`src/rtl/led_pattern_pkg.sv`:
```
// Shared mode encoding and helpers for the LED pattern sequencer.
package led_pattern_pkg;

    typedef enum logic [1:0] {
        MODE_WALK     = 2'd0,
        MODE_BOUNCE   = 2'd1,
        MODE_FILL     = 2'd2,
        MODE_ALLBLINK = 2'd3
    } mode_e;

    function automatic mode_e next_mode(input mode_e m);
        mode_e n;
        case (m)
            MODE_WALK:     n = MODE_BOUNCE;
            MODE_BOUNCE:   n = MODE_FILL;
            MODE_FILL:     n = MODE_ALLBLINK;
            MODE_ALLBLINK: n = MODE_WALK;
            default:       n = MODE_WALK;
        endcase
        return n;
    endfunction

    // One bit of the value the led bus loads on entering mode m.
    function automatic logic entry_bit(input mode_e m, input int bit_idx, input int led_w);
        logic b;
        case (m)
            MODE_WALK,
            MODE_BOUNCE:   b = (bit_idx == 0);
            MODE_FILL:     b = 1'b0;
            MODE_ALLBLINK: b = (bit_idx < led_w);
            default:       b = 1'b0;
        endcase
        return b;
    endfunction

endpackage

```
`src/rtl/led_pattern_sequencer_tick_prescaler.sv`:
```
// Step timebase: divides clk by DIV while enabled; the count holds while disabled.
module tick_prescaler #(
    parameter int DIV = 25_000_000
) (
    input  logic clk,
    input  logic rst_n,
    input  logic en,
    output logic tick
);

    localparam int CW = (DIV > 1) ? $clog2(DIV) : 1;
    localparam logic [CW-1:0] LAST = CW'(DIV - 1);

    logic [CW-1:0] cnt_q;
    logic [CW-1:0] cnt_d;

    always_comb begin
        cnt_d = cnt_q;
        if (en) begin
            cnt_d = (cnt_q == LAST) ? '0 : cnt_q + 1'b1;
        end
    end

    always_ff @(posedge clk or negedge rst_n) begin
        if (!rst_n) begin
            cnt_q <= '0;
        end else begin
            cnt_q <= cnt_d;
        end
    end

    assign tick = en && (cnt_q == LAST);

endmodule

```
`src/rtl/led_pattern_sequencer.sv`:
```
// Four-mode LED pattern generator with step timebase, auto/manual mode advance and blink counter.
module led_pattern_sequencer
    import led_pattern_pkg::*;
#(
    parameter int LED_W          = 40,
    parameter int BLINK_W        = 4,
    parameter int STEP_DIV       = 25_000_000,
    parameter int STEPS_PER_MODE = 80
) (
    input  logic               clk,
    input  logic               rst_n,
    input  logic               en,
    input  logic               mode_adv,
    output logic [LED_W-1:0]   led,
    output logic [BLINK_W-1:0] blink,
    output logic [1:0]         mode,
    output logic               step_tick
);

    localparam int SC_W = $clog2(STEPS_PER_MODE + 1);
    localparam logic [SC_W-1:0] STEP_LAST = SC_W'(STEPS_PER_MODE - 1);
    localparam logic [LED_W-1:0] LED_RESET = {{(LED_W-1){1'b0}}, 1'b1};

    mode_e              mode_q, mode_d;
    logic [SC_W-1:0]    step_cnt_q, step_cnt_d;
    logic               dir_up_q, dir_up_d;
    logic [LED_W-1:0]   led_q, led_d;
    logic [BLINK_W-1:0] blink_q, blink_d;
    logic               step_tick_q, step_tick_d;
    logic               adv_sync_q, adv_prev_q;

    logic               tick;
    logic               adv_rise;
    logic               advance;
    logic [LED_W-1:0]   entry_val;

    tick_prescaler #(
        .DIV (STEP_DIV)
    ) u_prescaler (
        .clk   (clk),
        .rst_n (rst_n),
        .en    (en),
        .tick  (tick)
    );

    // Manual and automatic advance collapse into one request, so coincident events advance once.
    assign adv_rise = adv_sync_q & ~adv_prev_q;
    assign advance  = adv_rise || (tick && (step_cnt_q == STEP_LAST));

    generate
        for (genvar gi = 0; gi < LED_W; gi++) begin : g_entry
            assign entry_val[gi] = entry_bit(mode_d, gi, LED_W);
        end
    endgenerate

    always_ff @(posedge clk or negedge rst_n) begin
        if (!rst_n) begin
            mode_q      <= MODE_WALK;
            step_cnt_q  <= '0;
            dir_up_q    <= 1'b1;
            led_q       <= LED_RESET;
            blink_q     <= '0;
            step_tick_q <= 1'b0;
            adv_sync_q  <= 1'b0;
            adv_prev_q  <= 1'b0;
        end else begin
            mode_q      <= mode_d;
            step_cnt_q  <= step_cnt_d;
            dir_up_q    <= dir_up_d;
            led_q       <= led_d;
            blink_q     <= blink_d;
            step_tick_q <= step_tick_d;
            adv_sync_q  <= mode_adv;
            adv_prev_q  <= adv_sync_q;
        end
    end

    // Bounce direction flips on the step that lights an end bit, so the end stays lit one step.
    always_comb begin
        mode_d     = mode_q;
        step_cnt_d = step_cnt_q;
        dir_up_d   = dir_up_q;
        if (advance) begin
            mode_d     = next_mode(mode_q);
            step_cnt_d = '0;
            dir_up_d   = 1'b1;
        end else if (tick) begin
            step_cnt_d = step_cnt_q + 1'b1;
            if (mode_q == MODE_BOUNCE) begin
                if (dir_up_q && led_q[LED_W-2]) begin
                    dir_up_d = 1'b0;
                end else if (!dir_up_q && led_q[1]) begin
                    dir_up_d = 1'b1;
                end
            end
        end
    end

    always_comb begin
        led_d       = led_q;
        blink_d     = blink_q;
        step_tick_d = tick;
        if (tick) begin
            blink_d = blink_q + 1'b1;
        end
        if (advance) begin
            led_d = entry_val;
        end else if (tick) begin
            case (mode_q)
                MODE_WALK:     led_d = {led_q[LED_W-2:0], led_q[LED_W-1]};
                MODE_BOUNCE:   led_d = dir_up_q ? (led_q << 1) : (led_q >> 1);
                MODE_FILL:     led_d = (&led_q) ? '0 : {led_q[LED_W-2:0], 1'b1};
                MODE_ALLBLINK: led_d = ~led_q;
                default:       led_d = led_q;
            endcase
        end
    end

    assign led       = led_q;
    assign blink     = blink_q;
    assign mode      = mode_q;
    assign step_tick = step_tick_q;

endmodule

```
`config.mk`:
```
export PLATFORM = sky130hd
export DESIGN_NAME = led_pattern_sequencer
export DESIGN_NICKNAME = d
export VERILOG_FILES = /design/src/rtl/led_pattern_pkg.sv /design/src/rtl/led_pattern_sequencer_tick_prescaler.sv /design/src/rtl/led_pattern_sequencer.sv
export SDC_FILE = /design/constraint.sdc
export NUM_CORES = 1
export LEC_CHECK = 0
export ABC_AREA = 1
export ABC_CLOCK_PERIOD_IN_PS = 2500
export BUFFER_PORTS_ARGS = -buffer_cell sky130_fd_sc_hd__buf_2
export CAP_MARGIN = 25
export CORE_MARGIN = 4
export CORE_UTILIZATION = 45
export DETAILED_ROUTE_END_ITERATION = 6
export SLEW_MARGIN = 10
export SYNTH_ARGS = -nofsm -noshare
export SYNTH_HDL_FRONTEND = slang
export SYNTH_SLANG_ARGS = --single-unit
```
`constraint.sdc`:
```
create_clock -name clk -period 2.5 [get_ports clk]
set_input_delay 0.375 -clock clk [delete_from_list [all_inputs] [get_ports clk]]
set_output_delay 0.375 -clock clk [all_outputs]
set_load 0.01 [all_outputs]
```
==> out/metrics.cfg, run 1 <==
[outcome]
run_status=finished clean

[die]
rows=40
start_util_pct=46.68
core_um2=12160
io_pins=51
dieArea_um2=14480
die_w_um=120.3
die_h_um=120.3

[power_and_ir_drop]
p_leak_nw=3.508
ir_worst_vdd_uv=448.6
clkPwrFrac_pct=27.1
power.density_nw_per_um2=945.3
power_frac_comb_pct=37.2
swShare_pct=40.77
p_switching_mw=2.483
internal_power_mw=3.607
seq_power_share_pct=35.6

[clock_tree]
cts.sink_count=82
numCtsBuffers=9
cts_buffer_depth=2
post_cts_resized=0
cts_setup_buffers=0
root_buffer=clkbuf_16
insertion_delay_ns=0.35
cts_hold_buf=0
path_clk_slew_ns=0.06
htree_levels=3
cts_tree=built

[routing]
wire_per_inst_um=13.35
route.final.wire_length_um=14480
routed_via_density=5.176
dr.pass1.iters=5
dr.first_iter.drc_count=440
ant_nets=0
via_count=5616
drcViolationCount=0

[sta]
finalMaxSlewViolations=0
fmax_ghz=0.4827
hold_ws_ns=0.06510
rsz0062_at_grt=no
slew_headroom_pct=50.19
period_share_pct=82.87
timing.final.ws_setup_ns=0.4282
fin_crit_ns=2.072
fin_tns_setup_ns=0
finalHoldViolations=0
worst_clock_skew_ns=0.008850
setup_viol=0
tightest_slew_ns=0.7472

[yosys]
ys_types=39
ys_warn_count=0
synth_nets=892
ys_ff_latch=82
ys_seq_area_share_pct=36.19
syn_inst=881
avgSynthCellArea_um2=6.443
syn_area_um2=5677

[cells_and_area]
drive_above_1_share_pct=12.32
diodes=0
area_growth_pct=13.49
regArea_um2=2054
fill_cells=1237
multi_input_comb_area_um2=3137
fin_nets=923

[critical_path]
crit_path_top_delay_cell=dfrtp_1
worst-path-max-fanout=28
cpPeakStageDelay_ns=0.36
worstPathCellList=ha_1 -> inv_1 -> nor2_2 -> nand2_2 -> nor2_2 -> nand4_4 -> nand2_2 -> nand2_4 -> buf_4 -> or2_2 -> nand4_1
cp_data_arrival_time_ns=2.36
crit_path_end_kind=flop
critPathBufInv=2
cp.required_ns=2.79
critical_path_class=reg2reg
cpLargestDelayFamily=simple AND/OR/NAND/NOR gates
worstSetupStartpointType=flop

[worst_hold_path]
hold_class=in2async

[placed_design]
hpwlAfterDp_um=9736
portBuffers=50
place_ws_ns=0.3600
gp_routability_congestion=0.8668

[grt]
grtUsageMet3_pct=3.461
grtUsageMet2_pct=33.47
antenna_found_initial=0
grt_overflow=0
grt_pass1_vias=5398
grt_use_met1_pct=29.88
grt_max_degree=58
grt_use_total_pct=21.27
grt_pass1_wl_um=25650
grt_busiest_layer=met2

[job]
max_cap_violations=0

[through the flow]
| stage | util [%] | area (um^2) | power, mW | std cells |
|---|---|---|---|---|
| after floorplan | - | 5677 | 3.723 | 881 |
| after global placement | 49.84 | 6061 | 4.402 | 1068 |
| after detailed placement | 49.84 | 6061 | 4.443 | 1068 |
| after CTS | 52.85 | 6427 | 6.110 | 1084 |
| after global routing | 52.97 | 6442 | 6.632 | 1085 |
| final | 52.97 | 6442 | 6.090 | 1085 |
[state kept, by name, indices dropped and copies added (netlist names)]
| signal | count |
|---|---|
| led | 40 |
| u_prescaler.cnt_q | 25 |
| step_cnt_q | 7 |
| blink | 4 |
| mode | 2 |
| adv_prev_q | 1 |
| adv_sync_q | 1 |
| dir_up_q | 1 |
| step_tick | 1 |
[final timing paths]
path / from / end / slack, ns / depth (start not counted)
max: u_prescaler.cnt_q[1] / led[0] / 0.43 / 11
min: rst_n / blink[3] / 0.07 / 1
max reg2reg: u_prescaler.cnt_q[1] / led[0] / 0.43 / 11
min reg2reg: adv_sync_q / adv_prev_q / 0.38 / 0
max in group asynchronous: rst_n / led[24] / 1.66 / 2
min in group clk: mode_adv / adv_sync_q / 0.13 / 1
[layer usage]
metal,wire [um],vias to the layer above
met1,7169,2580
met5,0,-
met3,704,14
li1,-,2898
met2,6384,124
met4,226,0
[Yosys cell counts (all sizes together)]
cell / instances / share of area (%)
a211oi: 2 / 0.26
a21boi: 1 / 0.13
a21oi: 28 / 2.5
a22o: 1 / 0.15
and3: 2 / 0.22
buf: 11 / 1.4
clkbuf: 37 / 2.4
dfrtp: 80 / 35
dfstp: 2 / 0.93
ha: 7 / 1.5
inv: 71 / 4.7
nand2: 358 / 24
nand3: 66 / 5.8
nand3b: 1 / 0.13
nand4: 18 / 2.4
nor2: 67 / 4.8
nor3: 21 / 1.9
nor4: 2 / 0.22
o21a: 1 / 0.13
o21ai: 67 / 5.9
o21bai: 1 / 0.13
o221ai: 1 / 0.15
o22ai: 21 / 2.3
o31ai: 1 / 0.13
or2: 3 / 0.33
xnor2: 3 / 0.46
xor2: 8 / 1.2
[cell families (layout without fill, tap and decap cells)]
| family | after synthesis | after routing | synth area share [%] |
|---|---|---|---|
| buf+inv | 119 | 155 | 8.552 |
| fa+ha+maj | 7 | 7 | 1.543 |
| compound gates | 124 | 124 | 11.79 |
| simple gates | 538 | 538 | 40.22 |
| xor+xnor | 11 | 11 | 1.697 |
| flops | 82 | 82 | 36.19 |
[power groups by stage]
stage / clock [mW] / sequential [mW] / combinational [mW]
finish: 1.65 / 2.17 / 2.27
global route: 1.73 / 2.25 / 2.66
CTS: 1.68 / 2.17 / 2.26
detailed placement: 0 / 2.19 / 2.25
global placement: 0 / 2.18 / 2.22
floorplan: 0 / 2.17 / 1.56
[worst register-to-register path, stage by stage, from the launching register on]
cell,delay (ns)
dfrtp_1,0.36
ha_1,0.17
inv_1,0.06
nor2_2,0.14
nand2_2,0.09
nor2_2,0.12
nand4_4,0.10
nand2_2,0.15
nand2_4,0.16
buf_4,0.28
or2_2,0.31
nand4_1,0.09
[layout make-up]
type | instances | area share [%]
tap | 168 | 3.263
timing repair buffer | 68 | 6.331
clock inverter | 6 | 2.136
inverter | 71 | 4.137
multi-input combinational | 680 | 48.69
sequential | 82 | 31.89
clock buffer | 10 | 3.554
[cell usage in the layout (no fill, tap or decap), types with 3 or more instances in the layout]
master     synthesis  final
nand4_1           16     16
or2_2              3      3
dfrtp_1           80     80
buf_2              4     49
a21oi_1           28     28
inv_2              3      3
nand2_1          344    344
bufinv_16          0      4
o21ai_0           67     67
nand3_1           66     66
nor3_1            20     20
xor2_1             8      8
buf_4              4     17
nor2_1            62     62
inv_1             68     68
xnor2_1            3      3
clkbuf_16          0      9
o22ai_1           21     21
nand2_2           13     13
nor2_2             3      3
ha_1               7      7
(Power assumes the default switching activity.)
==> run 2: changes to the inputs <==
--- a/config.mk
+++ b/config.mk
@@ -6,12 +6,13 @@
 export NUM_CORES = 1
 export LEC_CHECK = 0
 export ABC_AREA = 1
-export ABC_CLOCK_PERIOD_IN_PS = 2500
+export ABC_CLOCK_PERIOD_IN_PS = 1700
 export BUFFER_PORTS_ARGS = -buffer_cell sky130_fd_sc_hd__buf_2
 export CAP_MARGIN = 25
 export CORE_MARGIN = 4
 export CORE_UTILIZATION = 45
 export DETAILED_ROUTE_END_ITERATION = 6
+export PLACE_DENSITY = 0.66
 export SLEW_MARGIN = 10
 export SYNTH_ARGS = -nofsm -noshare
 export SYNTH_HDL_FRONTEND = slang
==> constraint.sdc (replaced) <==
create_clock -name clk -period 1.7 [get_ports clk]
set_input_delay 0.255 -clock clk [delete_from_list [all_inputs] [get_ports clk]]
set_output_delay 0.255 -clock clk [all_outputs]
set_load 0.01 [all_outputs]
==> run 2 against run 1 <==
  * First-iteration DRC count up 49%
  * The flow now finishes with violations (setup timing)
  * Sequential share of layout area down 6.4 points
  * Combinational power up 130%
  * Register-to-register slack worse by 0.61 ns
  * Clock power up 21%
  * Largest cell class unchanged
  * Critical path type unchanged
  * Die area unchanged
==> out/metrics.cfg, run 2 (synthesized netlist as in run 1, its figures left out) <==
[sta]
tightest_slew_ns=0.4906
hold_ws_ns=0.2934
finalHoldViolations=0
setup_viol=52
finalMaxSlewViolations=0
slew_headroom_pct=67.29
rsz0062_at_grt=yes
fin_tns_setup_ns=-5.463
fin_crit_ns=1.883
period_share_pct=110.8
fmax_ghz=0.5310
worst_clock_skew_ns=0.008549
timing.final.ws_setup_ns=-0.1833

[placed_design]
gp_routability_congestion=0.8548
hpwlAfterDp_um=11150
portBuffers=50

[critical_path]
critical_path_class=reg2reg
critPathBufInv=1
reg2reg_slack_ns=-0.18
crit_path_top_delay_cell=dfrtp_1
rr_worst_depth=12
worstPathCellList=ha_2 -> buf_4 -> nand3_4 -> nor2_4 -> nand2_2 -> nor2_4 -> nand4_1 -> nor2_2 -> nand3_2 -> nand2_1 -> nand2_1 -> nor2_1
worstSetupStartpointType=flop
cpLargestDelayFamily=simple AND/OR/NAND/NOR gates
worstReg2RegStart=u_prescaler.cnt_q[0]
cp_data_arrival_time_ns=2.16
cpPeakStageDelay_ns=0.35
cp.required_ns=1.98
crit_path_end_kind=flop
worstReg2RegEnd=u_prescaler.cnt_q[24]
worst-path-max-fanout=3

[clock_tree]
cts_buffer_depth=2
insertion_delay_ns=0.35
root_buffer=clkbuf_16
cts.sink_count=82
cts_tree=built
path_clk_slew_ns=0.06
numCtsBuffers=9
htree_levels=3

[power_and_ir_drop]
clkPwrFrac_pct=19.9
internal_power_mw=5.908
power.density_nw_per_um2=1243
seq_power_share_pct=27.3
p_switching_mw=4.097
p_leak_nw=4.298
power_mw=10.00
ir_worst_vdd_uv=551.4
power_frac_comb_pct=52.8
swShare_pct=40.95

[die]
die_h_um=120.3
start_util_pct=46.68
dieArea_um2=14480
core_um2=12160
rows=40
io_pins=51
die_w_um=120.3

[grt]
grt_pass1_vias=5949
grt_use_total_pct=23.95
grt_overflow=0
antenna_found_initial=0
grt_pass1_wl_um=28530
grt_max_degree=40

[worst_hold_path]
whs_endpoint=u_prescaler.cnt_q[2]
hold_start=en
hold_depth=4
hold_class=in2reg

[routing]
route.final.wire_length_um=18170
dr.pass1.iters=5
routed_via_density=5.338
wire_per_inst_um=14.91
via_count=6507
drcViolationCount=0
dr.first_iter.drc_count=657
ant_nets=0

[cells_and_area]
final_cell_mix=nand2_1 (327), buf_4 (118), dfrtp_1 (79)
largest_reg_flops=40
mostFrequentLayoutCell=nand2_1
fill_cells=1086
drive_above_1_share_pct=29.50
fin_nets=1058
area_growth_pct=41.81
diodes=0

[job]
max_cap_violations=0

[outcome]
run_status=complete, but fails checks
violations=setup timing

==> run 2: timing repair <==
item / CTS / global route
hold buffers: 2 / 0
gates cloned: 2 / 6
buffers inserted: 11 / 8
gates resized for setup: 36 / 72
endpoints found under the hold margin: 30 / 0
pin swaps: 21 / 28
endpoints found under the setup margin: 55 / 65
==> run 2: power groups by stage <==
stage	Clock [mW]	Sequential [mW]	Combinational, mW
after floorplan	0	3.19	2.29
after global placement	0	2.73	4.86
after detailed placement	0	2.74	4.90
after CTS	2.00	2.71	5.02
after global routing	2.09	2.80	5.89
final	1.99	2.73	5.28
==> run 2: final cells by class <==
class / instances / area, um^2 / share of cell area, %
Multi-Input combinational cell: 680 / 3433 / 42.65
Inverter: 71 / 279.0 / 3.466
Timing Repair Buffer: 203 / 1778 / 22.09
Clock buffer: 10 / 239.0 / 2.969
Clock inverter: 5 / 55.05 / 0.6839
Tap cell: 168 / 210.2 / 2.611
Sequential cell: 82 / 2056 / 25.54
==> run 2: worst max-delay path by stage <==
stage	cells past startpoint	endpoint	slack (ns)	start
2_1_floorplan	15	led[37]	-0.12	u_prescaler.cnt_q[1]
3_3_place_gp	12	led[25]	-0.05	step_cnt_q[0]
3_5_place_dp	9	u_prescaler.cnt_q[14]	-0.12	u_prescaler.cnt_q[0]
4_1_cts	14	led[16]	-0.12	u_prescaler.cnt_q[1]
5_1_grt	12	u_prescaler.cnt_q[24]	-0.30	u_prescaler.cnt_q[0]
6_report	12	u_prescaler.cnt_q[24]	-0.18	u_prescaler.cnt_q[0]
==> run 2: routing by layer <==
metal | global-route usage [%] | wire [um] | vias up | part of all wire (%)
met5 | 0 | 0 | - | 0
met4 | 8.994 | 354 | 0 | 1.9
met3 | 2.666 | 1198 | 30 | 6.6
met2 | 37.37 | 8352 | 235 | 46
met1 | 34.29 | 8268 | 3062 | 45
li1 | - | - | 3180 | -
==> run 2: worst reg2reg max path: stages (launching register included) <==
cell     delay, ns
dfrtp_1       0.35
ha_2          0.20
buf_4         0.12
nand3_4       0.09
nor2_4        0.13
nand2_2       0.09
nor2_4        0.16
nand4_1       0.16
nor2_2        0.22
nand3_2       0.10
nand2_1       0.08
nand2_1       0.05
nor2_1        0.08
==> run 2: per-stage QoR <==
stage / setup slack [ns] / utilization [%] / instances / instance area [um^2]
finish: -0.1833 / 66.19 / 1219 / 8050
global placement: -0.05428 / 57.98 / 1177 / 7052
global route: -0.2989 / 66.19 / 1219 / 8050
CTS: -0.1161 / 62.49 / 1205 / 7600
floorplan: -0.1213 / - / 881 / 5698
detailed placement: -0.1214 / 57.98 / 1177 / 7052
==> run 3: changes to the inputs <==
--- a/config.mk
+++ b/config.mk
@@ -9,7 +9,6 @@
 export ABC_CLOCK_PERIOD_IN_PS = 1700
 export BUFFER_PORTS_ARGS = -buffer_cell sky130_fd_sc_hd__buf_2
 export CAP_MARGIN = 25
-export CORE_MARGIN = 4
 export CORE_UTILIZATION = 45
 export DETAILED_ROUTE_END_ITERATION = 6
 export PLACE_DENSITY = 0.66
==> constraint.sdc (replaced) <==
create_clock -name clk -period 1.7 [get_ports clk]
set_input_delay 0.085 -clock clk [delete_from_list [all_inputs] [get_ports clk]]
set_output_delay 0.085 -clock clk [all_outputs]
set_load 0.01 [all_outputs]
==> run 3 against run 2 <==
  * The flow still finishes with violations (setup timing)
  * Largest cell class unchanged
  * Highest routed layer unchanged
  * Critical endpoint is now led[18]
  * Critical path type unchanged
  * Combinational power grew 2%
  * First-iteration DRC count is 14% lower
  * Clock-buffer cell count is 1 lower
==> out/metrics.cfg, run 3 (synthesized netlist as in run 1, its figures left out) <==
[critical_path]
worst-path-max-fanout=6
cp_data_arrival_time_ns=2.08
crit_path_top_delay_cell=dfrtp_1
worstSetupStartpointType=flop
cpLargestDelayFamily=simple AND/OR/NAND/NOR gates
cp.required_ns=1.94
worstPathCellList=buf_6 -> inv_4 -> nand2_2 -> nor2_2 -> nand2_2 -> nor2_4 -> nand4_1 -> nand3_1 -> nand2_2 -> nand2_8 -> clkbuf_16 -> nand2_1 -> nand2_1 -> nand2_1
cpPeakStageDelay_ns=0.39
critical_path_class=reg2reg
critPathBufInv=3
crit_path_end_kind=flop

[sta]
tightest_slew_ns=0.4712
finalMaxSlewViolations=0
rsz0062_at_grt=yes
fin_crit_ns=1.835
hold_ws_ns=0.1442
fmax_ghz=0.5449
finalHoldViolations=0
setup_viol=44
period_share_pct=108.0
slew_headroom_pct=68.59
worst_clock_skew_ns=0.005227
timing.final.ws_setup_ns=-0.1354

[routing]
via_count=6404
route.final.wire_length_um=17320
wire_per_inst_um=14.14
dr.first_iter.drc_count=564
routed_via_density=5.228
drcViolationCount=0
ant_nets=0
dr.pass1.iters=5

[grt]
grt_busiest_layer=met2
grt_pass1_wl_um=27830
grt_use_met1_pct=37.57
grt_overflow=0
grt_pass1_vias=5796
antenna_found_initial=0
grt_use_total_pct=26.80
grtUsageMet2_pct=41.94
grt_max_degree=83
grtUsageMet3_pct=3.970

[die]
io_pins=51
die_w_um=114.3
start_util_pct=46.68
dieArea_um2=13070
rows=40
die_h_um=114.3
core_um2=12160

[cells_and_area]
mostFrequentLayoutCell=nand2_1
diodes=0
fill_cells=1061
utilization_pct=66.95
drive_above_1_share_pct=33.21
stdcell_count=1225
largest_reg_flops=40
area_growth_pct=43.44
final_cell_area_um2=8143
final_cell_mix=nand2_1 (286), buf_4 (126), dfrtp_1 (80)
fin_nets=1063

[clock_tree]
htree_levels=3
root_buffer=clkbuf_16
cts.sink_count=82
cts_buffer_depth=2
cts_tree=built
numCtsBuffers=9
path_clk_slew_ns=0.06
insertion_delay_ns=0.35

[power_and_ir_drop]
power.density_nw_per_um2=1222
ir_worst_vdd_uv=898.5
p_leak_nw=4.309

[placed_design]
portBuffers=50
place_area_um2=7054
hpwlAfterDp_um=10840
gp_routability_congestion=0.8642
dp_cells=1184

[worst_hold_path]
hold_class=in2reg

[job]
max_cap_violations=0

[outcome]
violations=setup timing
run_status=complete, but fails checks

## run 3: path summary, 6_finish.rpt
kind / from / cells past startpoint / to / slack (ns)
setup / recovery: u_prescaler.cnt_q[8] / 14 / led[18] / -0.14
hold / removal: en / 4 / u_prescaler.cnt_q[2] / 0.14
setup reg to reg: u_prescaler.cnt_q[8] / 14 / led[18] / -0.14
hold reg to reg: adv_sync_q / 0 / adv_prev_q / 0.38
max in group asynchronous: rst_n / 3 / dir_up_q / 0.99
min in group asynchronous: rst_n / 3 / u_prescaler.cnt_q[7] / 0.30
## run 3: metal layers
metal / vias to the layer above / part of all wire (%)
met5: - / 0
met4: 0 / 2.0
met3: 27 / 6.3
met2: 237 / 46
met1: 2953 / 46
li1: 3187 / -
## run 3: worst reg2reg max path: stages, from the launching register on
cell and delay (ns):
dfrtp_1 0.39, buf_6 0.13, inv_4 0.04, nand2_2 0.05, nor2_2 0.13, nand2_2 0.08, nor2_4 0.11, nand4_1 0.10
nand3_1 0.10, nand2_2 0.11, nand2_8 0.15, clkbuf_16 0.19, nand2_1 0.05, nand2_1 0.06, nand2_1 0.05
## run 3: per-stage QoR
stage / TNS [ns] / setup WS [ns] / power [mW]
after CTS: -2.050 / -0.06465 / 9.492
after global routing: -10.96 / -0.2551 / 10.68
after floorplan: -2.120 / -0.1213 / 5.479
final: -3.992 / -0.1354 / 9.949
after detailed placement: -4.249 / -0.1408 / 7.525
after global placement: -2.205 / -0.08354 / 7.465
## run 3: area by class of cell
| class | instances | area, um^2 | area share (%) |
|---|---|---|---|
| multi-input combinational | 680 | 3588 | 44.07 |
| timing repair buffer | 208 | 1737 | 21.33 |
| tap | 168 | 210.2 | 2.581 |
| clock inverter | 7 | 53.80 | 0.6607 |
| inverter | 71 | 274.0 | 3.365 |
| clock buffer | 9 | 225.2 | 2.766 |
| sequential | 82 | 2054 | 25.23 |
## run 3: repair_timing
| action | CTS | global route |
|---|---|---|
| hold buffers | 2 | 0 |
| setup endpoints to repair | 57 | 63 |
| gates cloned | 2 | 5 |
| pin swaps | 6 | 37 |
| gates resized for setup | 26 | 136 |
| buffers inserted | 4 | 13 |
| hold endpoints to repair | 81 | 0 |
## run 3: where the power goes
| part | leakage (nW) | switching (mW) | internal (mW) |
|---|---|---|---|
| combinational | 3.13 | 3.07 | 2.30 |
| sequential | 1.05 | 0.273 | 2.43 |
| clock | 0.128 | 0.875 | 0.999 |
